## src/rtl/window_gen.sv

```systemverilog
// window_gen: builds a 6x6 pixel window from a raster pixel stream using five line
// buffers and a 6x6 shift array; one registered window per accepted in-frame pixel.
`default_nettype none

module window_gen #(
    parameter int IMG_W = 64,
    parameter int IMG_H = 64,
    parameter int PIX_W = 8,
    localparam int CW = $clog2(IMG_W),
    localparam int RW = $clog2(IMG_H)
) (
    input  logic             clk,
    input  logic             reset,
    input  logic [PIX_W-1:0] pix_in,
    input  logic             pix_valid,
    input  logic             sof,
    output logic [PIX_W-1:0] window [0:5][0:5],
    output logic             win_valid,
    output logic [RW-1:0]    win_row,
    output logic [CW-1:0]    win_col,
    output logic             frame_done
);

    localparam logic [CW-1:0] c_last_col = CW'(IMG_W - 1);
    localparam logic [RW-1:0] c_last_row = RW'(IMG_H - 1);
    localparam logic [CW-1:0] c_edge_col = CW'(5);
    localparam logic [RW-1:0] c_edge_row = RW'(5);

    logic [RW-1:0]    r_row;
    logic [CW-1:0]    r_col;
    logic [PIX_W-1:0] r_win [0:5][0:5];
    logic             r_win_valid;
    logic [RW-1:0]    r_win_row;
    logic [CW-1:0]    r_win_col;
    logic             r_frame_done;
    logic [PIX_W-1:0] r_lb [0:4][0:IMG_W-1];

    logic [RW-1:0]    w_r;
    logic [CW-1:0]    w_c;
    logic [PIX_W-1:0] w_lb_rd [0:4];

    // A start-of-frame pixel is (0,0) regardless of where the counters stand.
    assign w_r = sof ? '0 : r_row;
    assign w_c = sof ? '0 : r_col;

    always_comb begin
        for (int k = 0; k < 5; k++) begin
            w_lb_rd[k] = r_lb[k][w_c];
        end
    end

    // r_lb[0] is the most recent line; contents are never reset since they are gated.
    always_ff @(posedge clk) begin
        if (pix_valid) begin
            r_lb[0][w_c] <= pix_in;
            for (int k = 1; k < 5; k++) begin
                r_lb[k][w_c] <= w_lb_rd[k-1];
            end
        end
    end

    always_ff @(posedge clk or negedge reset) begin
        if (!reset) begin
            r_row        <= '0;
            r_col        <= '0;
            r_win_valid  <= 1'b0;
            r_win_row    <= '0;
            r_win_col    <= '0;
            r_frame_done <= 1'b0;
            for (int i = 0; i < 6; i++) begin
                for (int j = 0; j < 6; j++) begin
                    r_win[i][j] <= '0;
                end
            end
        end else begin
            r_win_valid  <= 1'b0;
            r_frame_done <= 1'b0;
            if (pix_valid) begin
                for (int i = 0; i < 6; i++) begin
                    for (int j = 0; j < 5; j++) begin
                        r_win[i][j] <= r_win[i][j+1];
                    end
                end
                for (int i = 0; i < 5; i++) begin
                    r_win[i][5] <= w_lb_rd[4-i];
                end
                r_win[5][5] <= pix_in;

                if (w_r >= c_edge_row && w_c >= c_edge_col) begin
                    r_win_valid <= 1'b1;
                    r_win_row   <= w_r - c_edge_row;
                    r_win_col   <= w_c - c_edge_col;
                end

                if (w_c == c_last_col) begin
                    r_col <= '0;
                    if (w_r == c_last_row) begin
                        r_row        <= '0;
                        r_frame_done <= 1'b1;
                    end else begin
                        r_row <= w_r + RW'(1);
                    end
                end else begin
                    r_col <= w_c + CW'(1);
                    r_row <= w_r;
                end
            end
        end
    end

    assign window     = r_win;
    assign win_valid  = r_win_valid;
    assign win_row    = r_win_row;
    assign win_col    = r_win_col;
    assign frame_done = r_frame_done;

endmodule

`default_nettype wire

```

## config.mk

```make
export PLATFORM = sky130hd
export DESIGN_NAME = window_gen
export DESIGN_NICKNAME = d
export VERILOG_FILES = /design/src/rtl/window_gen.sv
export SDC_FILE = /design/constraint.sdc
export NUM_CORES = 2
export LEC_CHECK = 0
export BUFFER_PORTS_ARGS = -buffer_cell sky130_fd_sc_hd__buf_4
export CORE_MARGIN = 2
export CORE_UTILIZATION = 50
export CTS_CLUSTER_DIAMETER = 60
export DETAILED_ROUTE_END_ITERATION = 12
export PLACE_DENSITY = 0.69
export SYNTH_ARGS = -nofsm -noshare
export SYNTH_HDL_FRONTEND = slang
export SYNTH_SLANG_ARGS = --single-unit
```

## constraint.sdc

```tcl
create_clock -name clk -period 4.55 [get_ports clk]
set_input_delay 0.2275 -clock clk [delete_from_list [all_inputs] [get_ports clk]]
set_output_delay 0.2275 -clock clk [all_outputs]
set_load 0.02 [all_outputs]
```

=== After elaboration in Yosys (flattened, before gate mapping) ===
Memory sizes are Yosys's and may differ from the RTL's.
Index checks and enable logic that the tools add are counted.

* Memories: 1
* Output and inout bits: 302
* Register bits after elaboration: 314
* Logic and storage cells: 86
* Input port bits: 12
* RAM bits: 2,560

* Eq/ne operators: 2
* Muxes and demuxes: 29
* Reduce and logical (&&, ||, !) cells: 3
* Bitwise logic cells: 1
* $add $sub $neg: 4
* Order comparisons: 4

{| class="wikitable"
|+ Memories
! memory !! words !! width !! rd ports !! clocked after Yosys merged registers in !! wr ports !! RTL line !! source
|-
| r_lb || 5 || 512 || 5 || 0 || 5 || 36 || <nowiki>logic [PIX_W-1:0] r_lb [0:4][0:IMG_W-1];</nowiki>
|}

{| class="wikitable"
|+ Operator list
! kind !! count
|-
| two-way mux 512 bit || 1
|-
| binary-select mux 8 bit (select 6 bit) || 5
|-
| two-way mux 8 bit || 11
|-
| demux 8 bit (select 6 bit) || 1
|-
| two-way mux 6 bit || 5
|-
| adder 6 x 1 -> 6 bit, second input constant || 2
|-
| == test 6 bit, second input constant || 2
|-
| greater-or-equal comparator 6 x 3 -> 1 bit, second input constant || 2
|-
| subtractor 6 x 3 -> 6 bit, second input constant || 2
|-
| greater-or-equal comparator 7 bit, second input constant || 1
|-
| < comparator 7 x 1 -> 1 bit, second input constant || 1
|-
| inverter 6 -> 7 bit || 1
|-
| two-way mux 1 bit || 6
|-
| logical AND 1 bit || 2
|-
| AND reduction 2 bit || 1
|}

=== Longest topological paths before layout ===
* Depth after elaboration: 7
* Gate-level depth with buffers: 14
* Mapped depth without buffers: 9

=== Worst setup path before layout ===
OpenSTA, ideal clock, no wires.

* Path kind: flip-flop to flip-flop
* Start: register r_col[3]
* End: memory r_lb[0][1176] (netlist bit) (enable)
* Buffers on the path: 4
* Arrival: 4,551 ps
* Cell stages (with the launch flop): 7
* Period minus slack after synthesis: 5,038 ps
* Library setup time: 487 ps
* Path slack: -488 ps
* Data required time: 4,063 ps
* Path through: dfrtp_1 > clkbuf_1 > clkbuf_1 > buf_1 > clkbuf_1 > nand3_1 > nor3_1

{| class="wikitable"
|+ RTL lines
! element !! RTL line !! source
|-
| start, declared || 30 || <nowiki>logic [CW-1:0] r_col;</nowiki>
|-
| start signal, assigned || 104 || <nowiki>r_col <= w_c + CW'(1);</nowiki>
|-
| end, declared || 36 ||
|}

==> impl_metrics.ini <==
[power]
p_leak_uw = 0.0449
powerDensity_nw_per_um2 = 517
power_uw = 66800
max-vdd-ir-drop_mv = 0.285

[place]
dp_hpwl_um = 193000
place.gp.congestion = 0.867
port_buffers = 313
place_ws_ps = 282

[cts]
numClockSinks = 2874
cts.clk_slew.worst_paths_ps = 60
cts_max_path_buffers = 4
htreeDepth = 5
root_buffer = clkbuf_16
tritoncts = yes
hold_buffers = 13
cts_resized = 0
cts_buffers = 291
clock_latency_ps = 950
cts_setup_buffers = 0

[global_routing]
grt_pass1_wl_um = 470000
grt_max_degree = 178
grt_pass1_vias = 63800
antenna_found_initial = 20
grt_overflow = 0
track_usage_pct = 29.2

[run]
maxCapViolations = 0

[timing]
timing.final.crit_share_pct = 99.7
worst_slew_pin_slew_ps = 1260
timing.final.ws_setup_ps = 14.2
final_max_slew_viol_count = 0
hold_viol_final = 0
final-setup-viol-count = 0
slew_headroom_pct = 14.6
finClkSkew_ps = 75.1
rsz0062_at_grt = no
whs_ps = 299
period_needed_ps = 4540
fmax_mhz = 220

[worst_setup_path]
worstPathBufferInverterCount = 4
cp_data_arrival_time_ps = 5150
critPathKind = flop to flop
worst_setup_path_start_kind = flop
crit_top_cell = buf_12
reg2reg_from = r_col[0]
path_max_fanout = 38
crit_family = compound AO/OA/AOI/OAI gates
critPathSlowestCell = o41ai_1
reg2reg_to = r_lb[0][1576]
cp_data_required_time_ps = 5170
crit_chain = buf_12 -> buf_12 -> buf_12 -> mux2i_1 -> o2111ai_1 -> o41ai_1 -> o32ai_1 -> a311o_2 -> buf_4
ff2ff_path_depth = 9
worstSetupEndpointType = flop
max_stage_delay_ps = 1040
r2r_slack_ps = 10

[synthesis]
synth_seq_cells = 2874
synth_edf_count = 2560
synth_cell_types = 79
synthFlopType = edfxtp_1
avgSynthCellArea_um2 = 17.5
ys_seq_area_share_pct = 76.3
netlist_instances = 6357
async_reset_ff_share_pct = 10.9
ys_warn_count = 0
syn_nets = 6372
netlist_area_um2 = 111000

[layout]
num-fill-cells = 16100
area.growth.synth_to_final_pct = 16.3
drive_gt1_share_pct = 22.2
fin_nets = 6971

[floorplanning]
initial_core_util_pct = 50.4
io_pins = 314
num_rows = 172
die_w_um = 475
core-area_um2 = 220000
dieArea_um2 = 226000
die_h_um = 475

[routing]
detailedRoute.firstPassIterationCount = 6
post_drt_wl_per_cell_um = 33.2
drtAntennaViolNets = 0
dr_total_vias = 65900
viasPerCell = 6.51
drc = 0
drt_iter0_drc = 10000
wirelength_um = 336000

[worst_hold_path]
min_to = window[246]
hp-class = input pin to flop
worstHoldStart = pix_valid
holdPathStages = 3

[status]
status = finished clean
[layout make-up]
cell class | count | area, um2 | share of cell area, %
antenna | 8 | 20.0 | 0.0155
clock buffer | 376 | 7840 | 6.07
clock inverter | 117 | 1040 | 0.803
inverter | 12 | 55.1 | 0.0426
multi-input combinational | 3048 | 24700 | 19.2
sequential | 2874 | 84700 | 65.6
tap | 2958 | 3700 | 2.87
timing repair buffer | 729 | 7010 | 5.43
[metal layers]
metal	global-route usage (%)	routed length, um	part of all wire, %	vias up
li1	-	-	-	26700
met1	39.0	122000	36	33500
met2	46.2	155000	46	4747
met3	6.25	41000	12	892
met4	13.6	17500	5.2	8
met5	0	53	0.016	-
[tightest hold or removal path: stages]
cell,delay (ps)
dlygate4sd3_1,570
buf_8,190
a41oi_1,180
[report_power, final]
group | switching [uW] | total, uW | internal, uW
Sequential | 1240 | 32700 | 31500
Clock | 9680 | 22800 | 13100
Combinational | 7250 | 11300 | 4030
Total | 18200 | 66800 | 48600
[registers in the layout, summed over array words and instances, names as in the netlist]
| register | flops |
|---|---|
| r_row | 6 |
| window | 288 |
| win_col | 6 |
| win_row | 6 |
| frame_done | 1 |
| r_lb | 2560 |
| r_col | 6 |
| win_valid | 1 |
[synthesized netlist by cell type, drive strengths merged, types with 19 or more instances]
master,number,area [um2]
nor3,37,190
a21oi,249,1250
o2bb2ai,38,333
a22oi,112,841
o211ai,61,458
edfxtp,2560,76900
nor2,216,813
a2111oi,34,332
a221oi,42,368
nand3b,23,173
o22ai,236,1480
mux2,317,3570
nand3,41,205
a211o,24,210
buf,294,1670
o22a,33,289
mux4,40,901
a31oi,19,119
a22o,106,928
mux2i,750,7510
clkbuf,129,484
o21ai,170,862
dfrtp,314,7860
a211oi,141,1060
nand2,178,668
[metrics by stage]
stage               instance area, um2  TNS [ps]  utilization (%)  std cells
floorplan                       111000    -78090                -       6357
global placement                120000     -2740             54.5       9607
detailed placement              120000         0             54.6       9608
CTS                             129000         0             58.6      10100
global route                    129000         0             58.6      10100
finish                          129000         0             58.7      10100
[cell families after synthesis]
kind of cell             count (synthesis)  share of synthesized area (%)
buffers and inverters                  435                           1.98
flip-flops                            2874                           76.3
adder cells (fa/ha/maj)                  3                         0.0338
AO/OA/AOI/OAI                         1378                           8.59
multiplexers                          1107                           10.8
XOR/XNOR                                 7                         0.0552
AND/OR/NAND/NOR                        553                           2.22
[cell usage in the layout (no fill, tap or decap), drive strengths merged, types with 61 or more instances in the layout]
master and count:
a211oi 141, a21oi 249, a22o 106, a22oi 112, buf 716, clkbuf 377
clkinv 83, dfrtp 314, edfxtp 2560, mux2 317, mux2i 750, nand2 178
nor2 216, o211ai 61, o21ai 170, o22ai 236
[worst max path at each step]
stage / startpoint / end / slack [ps] / cells past startpoint
floorplan: r_col[3] / r_lb[0][1176] / -490 / 6
global placement: r_col[1] / window[50] / -130 / 8
detailed placement: r_col[0] / r_lb[0][1992] / 280 / 9
CTS: r_col[0] / r_lb[0][1576] / 250 / 9
global route: r_col[1] / r_lb[0][1189] / 50 / 10
finish: r_col[0] / r_lb[0][1576] / 10 / 9
(Power assumes the default switching activity.)
